$ cat src/rtl/sdram_arb_pkg.sv
// sdram_arb_pkg
// Shared types and defaults for the SDRAM three-port burst arbiter.
//   port_sel_t  : which requester port owns the current burst (or none)
//   arb_state_t : arbiter sequencing states
//   BURST_LEN_DEFAULT / ADDR_W_DEFAULT : default words per burst and
//                                        forwarded address width
package sdram_arb_pkg;

    typedef enum logic [1:0] {
        SEL_NONE = 2'd0,
        SEL_P1   = 2'd1,
        SEL_P2   = 2'd2,
        SEL_P3   = 2'd3
    } port_sel_t;

    typedef enum logic [1:0] {
        ARB_IDLE  = 2'd0,
        ARB_BURST = 2'd1,
        ARB_GAP   = 2'd2
    } arb_state_t;

    localparam int BURST_LEN_DEFAULT = 4;
    localparam int ADDR_W_DEFAULT    = 24;

endpackage

$ cat src/rtl/sdram_port_arbiter_if.sv
// sdram_port_arbiter_if
// Bundles the three requester ports and the SDRAM controller side.
//   p1_*  : program-cache fill port (read only)
//   p2_*  : data-cache fill/writeback port
//   p3_*  : video/DMA port (24-bit address)
//   mem_* : single burst port toward the SDRAM controller
// Modports:
//   slave  : the arbiter's view
//   master : the environment's view (requesters + controller)
interface sdram_port_arbiter_if #(
    parameter int ADDR_W = 24,
    parameter int OFF_W  = 2
);
    logic              p1_req;
    logic [31:0]       p1_address;
    logic              p1_ready;
    logic [OFF_W-1:0]  p1_offset;

    logic              p2_req;
    logic              p2_wren;
    logic [31:0]       p2_address;
    logic [15:0]       p2_to_mem;
    logic              p2_ready;
    logic [OFF_W-1:0]  p2_offset;

    logic              p3_req;
    logic              p3_wren;
    logic [23:0]       p3_address;
    logic [15:0]       p3_to_mem;
    logic              p3_ready;
    logic [OFF_W-1:0]  p3_offset;

    logic              mem_req;
    logic              mem_wren;
    logic [ADDR_W-1:0] mem_address;
    logic [15:0]       mem_to_mem;
    logic              mem_ready;
    logic [OFF_W-1:0]  mem_offset;

    modport slave (
        input  p1_req, p1_address,
        input  p2_req, p2_wren, p2_address, p2_to_mem,
        input  p3_req, p3_wren, p3_address, p3_to_mem,
        input  mem_ready, mem_offset,
        output p1_ready, p1_offset, p2_ready, p2_offset, p3_ready, p3_offset,
        output mem_req, mem_wren, mem_address, mem_to_mem
    );

    modport master (
        output p1_req, p1_address,
        output p2_req, p2_wren, p2_address, p2_to_mem,
        output p3_req, p3_wren, p3_address, p3_to_mem,
        output mem_ready, mem_offset,
        input  p1_ready, p1_offset, p2_ready, p2_offset, p3_ready, p3_offset,
        input  mem_req, mem_wren, mem_address, mem_to_mem
    );

endinterface

$ cat src/rtl/sdram_arb_pick.sv
// sdram_arb_pick
// Combinational winner selection among the three burst requesters.
// Build option: SDRAM_ARB_ROUND_ROBIN_EN
//   defined   : round-robin, the port after last_grant has top priority
//   undefined : fixed priority p3 > p2 > p1
// Ports:
//   req        in  [2:0]  request vector, bit0 = p1 .. bit2 = p3
//   last_grant in         port granted for the previous burst
//   pick       out        winning port, SEL_NONE when nothing requests
import sdram_arb_pkg::*;

module sdram_arb_pick (
    input  logic [2:0] req,
    input  port_sel_t  last_grant,
    output port_sel_t  pick
);

`ifdef SDRAM_ARB_ROUND_ROBIN_EN
    always_comb begin
        pick = SEL_NONE;
        case (last_grant)
            SEL_P1: begin
                if (req[1])      pick = SEL_P2;
                else if (req[2]) pick = SEL_P3;
                else if (req[0]) pick = SEL_P1;
            end
            SEL_P2: begin
                if (req[2])      pick = SEL_P3;
                else if (req[0]) pick = SEL_P1;
                else if (req[1]) pick = SEL_P2;
            end
            default: begin
                // last grant p3 (reset value) or none: p1 leads
                if (req[0])      pick = SEL_P1;
                else if (req[1]) pick = SEL_P2;
                else if (req[2]) pick = SEL_P3;
            end
        endcase
    end
`else
    logic unused_last_grant;
    assign unused_last_grant = ^last_grant;

    always_comb begin
        pick = SEL_NONE;
        if (req[2])      pick = SEL_P3;
        else if (req[1]) pick = SEL_P2;
        else if (req[0]) pick = SEL_P1;
    end
`endif

endmodule

$ cat src/rtl/sdram_port_arbiter.sv
// sdram_port_arbiter
// Three-port burst arbiter in front of a single-port SDRAM controller.
// One port owns each burst; its address/wren/write data go to the
// controller and the controller's ready/offset strobes return to it only.
// Build option: SDRAM_ARB_ROUND_ROBIN_EN (selects arbitration in sdram_arb_pick)
// Ports:
//   clk  in   system clock, rising edge
//   rst  in   asynchronous active-high reset
//   bus  slave modport of sdram_port_arbiter_if (requesters + controller)
import sdram_arb_pkg::*;

module sdram_port_arbiter #(
    parameter int ADDR_W    = ADDR_W_DEFAULT,
    parameter int BURST_LEN = BURST_LEN_DEFAULT,
    parameter int OFF_W     = $clog2(BURST_LEN)
) (
    input  logic                  clk,
    input  logic                  rst,
    sdram_port_arbiter_if.slave   bus
);

    localparam logic [1:0] ST_IDLE  = ARB_IDLE;
    localparam logic [1:0] ST_BURST = ARB_BURST;
    localparam logic [1:0] ST_GAP   = ARB_GAP;
    localparam logic [OFF_W-1:0] LAST_WORD = OFF_W'(BURST_LEN - 1);

    logic [1:0]       state;
    port_sel_t        grant;
    port_sel_t        last_grant;
    port_sel_t        pick;
    logic [OFF_W-1:0] word_cnt;
    logic             mem_req_q;
    logic [2:0]       req_vec;
    logic [31:0]      p3_address_ext;
    logic             granted_req;

    assign req_vec        = {bus.p3_req, bus.p2_req, bus.p1_req};
    assign p3_address_ext = {8'h00, bus.p3_address};
    assign bus.mem_req    = mem_req_q;

    sdram_arb_pick u_pick (
        .req        (req_vec),
        .last_grant (last_grant),
        .pick       (pick)
    );

    always_ff @(posedge clk or posedge rst) begin
        if (rst) begin
            state      <= ST_IDLE;
            grant      <= SEL_NONE;
            last_grant <= SEL_P3;
            word_cnt   <= '0;
            mem_req_q  <= 1'b0;
        end else begin
            case (state)
                ST_IDLE: begin
                    if (|req_vec) begin
                        grant     <= pick;
                        mem_req_q <= 1'b1;
                        word_cnt  <= '0;
                        state     <= ST_BURST;
                    end
                end
                ST_BURST: begin
                    if (bus.mem_ready) begin
                        word_cnt <= word_cnt + 1'b1;
                        if (word_cnt == LAST_WORD) begin
                            // grant is released here so nothing is routed during GAP
                            mem_req_q  <= 1'b0;
                            last_grant <= grant;
                            grant      <= SEL_NONE;
                            state      <= ST_GAP;
                        end
                    end
                end
                ST_GAP:  state <= ST_IDLE;
                default: state <= ST_IDLE;
            endcase
        end
    end

    // grant is SEL_NONE outside BURST, so every output idles at 0 there
    always_comb begin
        bus.mem_wren    = 1'b0;
        bus.mem_address = '0;
        bus.mem_to_mem  = '0;
        bus.p1_ready    = 1'b0;
        bus.p1_offset   = '0;
        bus.p2_ready    = 1'b0;
        bus.p2_offset   = '0;
        bus.p3_ready    = 1'b0;
        bus.p3_offset   = '0;
        granted_req     = 1'b0;
        case (grant)
            SEL_P1: begin
                bus.mem_address = bus.p1_address[ADDR_W-1:0];
                bus.p1_ready    = bus.mem_ready;
                bus.p1_offset   = bus.mem_offset;
                granted_req     = bus.p1_req;
            end
            SEL_P2: begin
                bus.mem_wren    = bus.p2_wren;
                bus.mem_address = bus.p2_address[ADDR_W-1:0];
                bus.mem_to_mem  = bus.p2_to_mem;
                bus.p2_ready    = bus.mem_ready;
                bus.p2_offset   = bus.mem_offset;
                granted_req     = bus.p2_req;
            end
            SEL_P3: begin
                bus.mem_wren    = bus.p3_wren;
                bus.mem_address = p3_address_ext[ADDR_W-1:0];
                bus.mem_to_mem  = bus.p3_to_mem;
                bus.p3_ready    = bus.mem_ready;
                bus.p3_offset   = bus.mem_offset;
                granted_req     = bus.p3_req;
            end
            default: ;
        endcase
    end

    // requester must hold req through its last word; the burst cannot abort
    a_req_held: assert property (@(posedge clk) disable iff (rst)
        (state == ST_BURST) |-> granted_req);

    // controller offset should track our word count
    a_offset_sync: assert property (@(posedge clk) disable iff (rst)
        (state == ST_BURST && bus.mem_ready) |-> (bus.mem_offset == word_cnt));

endmodule

$ cat src/flat_wrapper.sv
// flat-port wrapper written by rule: the top's interface ports become plain ports
module sdram_port_arbiter_flat 
#(
    parameter int ADDR_W    = ADDR_W_DEFAULT,
    parameter int BURST_LEN = BURST_LEN_DEFAULT,
    parameter int OFF_W     = $clog2(BURST_LEN)
)
  (clk, rst, bus_p1_req, bus_p1_address, bus_p2_req, bus_p2_wren, bus_p2_address, bus_p2_to_mem, bus_p3_req, bus_p3_wren, bus_p3_address, bus_p3_to_mem, bus_mem_ready, bus_mem_offset, bus_p1_ready, bus_p1_offset, bus_p2_ready, bus_p2_offset, bus_p3_ready, bus_p3_offset, bus_mem_req, bus_mem_wren, bus_mem_address, bus_mem_to_mem);
  sdram_port_arbiter_if #(.ADDR_W(ADDR_W), .OFF_W(OFF_W)) bus_i ();
  input  logic clk;
  input  logic rst;
  input wire logic [$bits(bus_i.p1_req)-1:0] bus_p1_req;
  input wire logic [$bits(bus_i.p1_address)-1:0] bus_p1_address;
  input wire logic [$bits(bus_i.p2_req)-1:0] bus_p2_req;
  input wire logic [$bits(bus_i.p2_wren)-1:0] bus_p2_wren;
  input wire logic [$bits(bus_i.p2_address)-1:0] bus_p2_address;
  input wire logic [$bits(bus_i.p2_to_mem)-1:0] bus_p2_to_mem;
  input wire logic [$bits(bus_i.p3_req)-1:0] bus_p3_req;
  input wire logic [$bits(bus_i.p3_wren)-1:0] bus_p3_wren;
  input wire logic [$bits(bus_i.p3_address)-1:0] bus_p3_address;
  input wire logic [$bits(bus_i.p3_to_mem)-1:0] bus_p3_to_mem;
  input wire logic [$bits(bus_i.mem_ready)-1:0] bus_mem_ready;
  input wire logic [$bits(bus_i.mem_offset)-1:0] bus_mem_offset;
  output wire logic [$bits(bus_i.p1_ready)-1:0] bus_p1_ready;
  output wire logic [$bits(bus_i.p1_offset)-1:0] bus_p1_offset;
  output wire logic [$bits(bus_i.p2_ready)-1:0] bus_p2_ready;
  output wire logic [$bits(bus_i.p2_offset)-1:0] bus_p2_offset;
  output wire logic [$bits(bus_i.p3_ready)-1:0] bus_p3_ready;
  output wire logic [$bits(bus_i.p3_offset)-1:0] bus_p3_offset;
  output wire logic [$bits(bus_i.mem_req)-1:0] bus_mem_req;
  output wire logic [$bits(bus_i.mem_wren)-1:0] bus_mem_wren;
  output wire logic [$bits(bus_i.mem_address)-1:0] bus_mem_address;
  output wire logic [$bits(bus_i.mem_to_mem)-1:0] bus_mem_to_mem;
  assign bus_i.p1_req = bus_p1_req;
  assign bus_i.p1_address = bus_p1_address;
  assign bus_i.p2_req = bus_p2_req;
  assign bus_i.p2_wren = bus_p2_wren;
  assign bus_i.p2_address = bus_p2_address;
  assign bus_i.p2_to_mem = bus_p2_to_mem;
  assign bus_i.p3_req = bus_p3_req;
  assign bus_i.p3_wren = bus_p3_wren;
  assign bus_i.p3_address = bus_p3_address;
  assign bus_i.p3_to_mem = bus_p3_to_mem;
  assign bus_i.mem_ready = bus_mem_ready;
  assign bus_i.mem_offset = bus_mem_offset;
  assign bus_p1_ready = bus_i.p1_ready;
  assign bus_p1_offset = bus_i.p1_offset;
  assign bus_p2_ready = bus_i.p2_ready;
  assign bus_p2_offset = bus_i.p2_offset;
  assign bus_p3_ready = bus_i.p3_ready;
  assign bus_p3_offset = bus_i.p3_offset;
  assign bus_mem_req = bus_i.mem_req;
  assign bus_mem_wren = bus_i.mem_wren;
  assign bus_mem_address = bus_i.mem_address;
  assign bus_mem_to_mem = bus_i.mem_to_mem;
  sdram_port_arbiter #(.ADDR_W(ADDR_W), .BURST_LEN(BURST_LEN), .OFF_W(OFF_W)) u_core (.clk(clk), .rst(rst), .bus(bus_i));
endmodule
$ cat config.mk
export PLATFORM = sky130hd
export DESIGN_NAME = sdram_port_arbiter_flat
export DESIGN_NICKNAME = d
export VERILOG_FILES = /design/src/rtl/sdram_arb_pkg.sv /design/src/rtl/sdram_port_arbiter_if.sv /design/src/rtl/sdram_arb_pick.sv /design/src/rtl/sdram_port_arbiter.sv /design/src/flat_wrapper.sv
export SDC_FILE = /design/constraint.sdc
export NUM_CORES = 1
export LEC_CHECK = 0
export BUFFER_PORTS_ARGS = -buffer_cell sky130_fd_sc_hd__buf_2
export CORE_AREA = 2 2 70 72
export DETAILED_ROUTE_END_ITERATION = 8
export DIE_AREA = 0 0 72 74
export HOLD_SLACK_MARGIN = 0.1
export PLACE_DENSITY = 0.77
export SETUP_SLACK_MARGIN = 0.1
export SLEW_MARGIN = 20
export SYNTH_ARGS = -nofsm -noshare
export SYNTH_HDL_FRONTEND = slang
export SYNTH_HIERARCHICAL = 1
export SYNTH_SLANG_ARGS = --single-unit
export TNS_END_PERCENT = 10
$ cat constraint.sdc
create_clock -name clk -period 2.4 [get_ports clk]
set_clock_uncertainty 0.2 [all_clocks]
set_input_delay 0.72 -clock clk [delete_from_list [all_inputs] [get_ports clk]]
set_output_delay 0.72 -clock clk [all_outputs]
set_load 0.03 [all_outputs]
==> impl_metrics.tcl <==
set metrics [dict create \
    status "finished, violations left" \
    violations "setup timing" \
    stdcell_area_sq_um 2596 \
    firstDrtPassIters 6 \
    hold_class "primary input to asynchronous set/reset pin" \
    wl_per_cell_um 14.41 \
    clk_latency_ns 0.22 \
    worst-slew-pin-transition_ns 0.3995 \
    critPathCaptureType "primary output" \
    die_area_sq_um 5328 \
    drt_iter0_markers 45 \
    avgSynthCellArea_sq_um 9.252 \
    stdcell_count 358 \
    cts_tree "built" \
    hold_viol 0 \
    grt_pass1_wl_um 7707 \
    die_w_um 72 \
    place_inst 346 \
    synth_area_sq_um 1267 \
    syn-num-nets 268 \
    dpl_cell_area_sq_um 2126 \
    period_share_pct 104.9 \
    syn_inst 137 \
    antenna_found_initial 0 \
    grt_start_max_net_pins 47 \
    power_density_nw_per_um2 1385 \
    finalMaxSlewViolations 0 \
    cts_sinks 7 \
    crit_fanout 8 \
    grt_pass1_vias 1597 \
    place_ws_ns -0.2415 \
    finalSetupViolations 26 \
    port_buffers 164 \
    syn_to_final_growth_pct 104.8 \
    yosys_warnings 6 \
    fillers 406 \
    critPathRequiredTime_ns 1.48 \
    dp_hpwl_um 3591 \
    start_kind "register" \
    clk_pin_slew_ns 0.04 \
    p_leak_uw 0.001425 \
    grt_overflow 0 \
    core_area_sq_um 4598 \
    place.gp.congestion 0.7801 \
    drt-total-wl_um 5157 \
    htree_levels 1 \
    timing_worst_setup_path_type "register to primary output" \
    diodes 0 \
    min_period_ns 2.517 \
    vias 1755 \
    via_per_inst 4.902 \
    grt_usage_pct 17.90 \
    antenna_left 0 \
    cts_buffers 3 \
    rows 25 \
    fin_worst_hold_slack_ns 0.2245 \
    drc 0 \
    cts_hold_buf 0 \
    io_pins 181 \
    drive_above_1_share_pct 70.07 \
    finalSetupTns_ns -1.941 \
    crit_arrival_ns 1.60 \
    max_cap_violations 0 \
    fmax_ghz 0.3973 \
    rsz0062_at_grt "true" \
    cts.path.max_buffers 2 \
    num-nets-final 436 \
    cts-root-buf "clkbuf_8" \
    slew_headroom_pct 73.31 \
    peakVddDrop_uv 593.0 \
    start_util_pct 27.56 \
    setup_slack_ns -0.1169 \
    dieHeight_um 74 \
]
## per-stage QoR
step | util, % | total power [uW]
floorplan | - | 2055
global placement | 46.23 | 2602
detailed placement | 46.23 | 2622
CTS | 54.75 | 3489
global route | 56.46 | 3808
finish | 56.46 | 3597
## flip-flops by register name (all words and copies together), names as in the netlist
| name | flops |
|---|---|
| u_core/bus.mem_req | 1 |
| u_core/grant | 2 |
| u_core/state | 2 |
| u_core/word_cnt | 2 |
## final timing paths
path / from / endpoint / slack (ns) / cells after the start
worst max-delay path: u_core/grant[0] / bus_mem_address[21] / -0.12 / 5
worst min-delay path: rst / u_core/state[0] / 0.22 / 2
worst max register to register: u_core/state[1] / u_core/word_cnt[1] / 0.92 / 2
worst min register to register: u_core/bus.mem_req / u_core/bus.mem_req / 0.29 / 2
max in group asynchronous: rst / u_core/grant[1] / 1.53 / 2
min in group clk: u_core/bus.mem_req / u_core/bus.mem_req / 0.29 / 2
## per-layer routing
metal	track usage, %	share of wire (%)	up-vias
li1	-	-	846
met4	4.822	1.1	0
met1	20.67	38	818
met3	2.710	7.9	4
met5	0	0	-
met2	34.36	53	87
## worst max-delay path, cell delays in order (launching register included)
cell and delay (ns):
dfrtp_2 0.38, buf_8 0.15, buf_12 0.14, mux2_2 0.34, a22o_1 0.22, buf_6 0.15
## final cells by class
cell class / count / area [sq um] / area share (%)
Timing Repair Buffer: 175 / 1254 / 48.29
Multi-Input combinational cell: 114 / 1037 / 39.95
Sequential cell: 7 / 177.7 / 6.843
Tap cell: 54 / 67.56 / 2.602
Clock buffer: 4 / 45.04 / 1.735
Inverter: 4 / 15.01 / 0.5783
## what timing repair did
item	in CTS	in global routing
gates cloned	3	0
setup endpoints to repair	47	48
buffers inserted	3	2
pin swaps	1	2
resized for setup	85	21
## where the power goes
group          internal, uW  switching (uW)
registers               172            60.2
logic                  1580            1620
clock network           115            49.1
total                  1870            1730
## cell usage in the layout, fill, tap and decap left out, drive strengths merged, types with 2 or more instances in the layout
master	n
buf	175
a22o	24
mux2	24
nor2b	20
mux2i	17
dfrtp	7
and2	6
inv	4
nand2	4
clkbuf	4
a31o	3
and3	3
nor4b	2
nand3b	2
(Power assumes the default switching activity.)
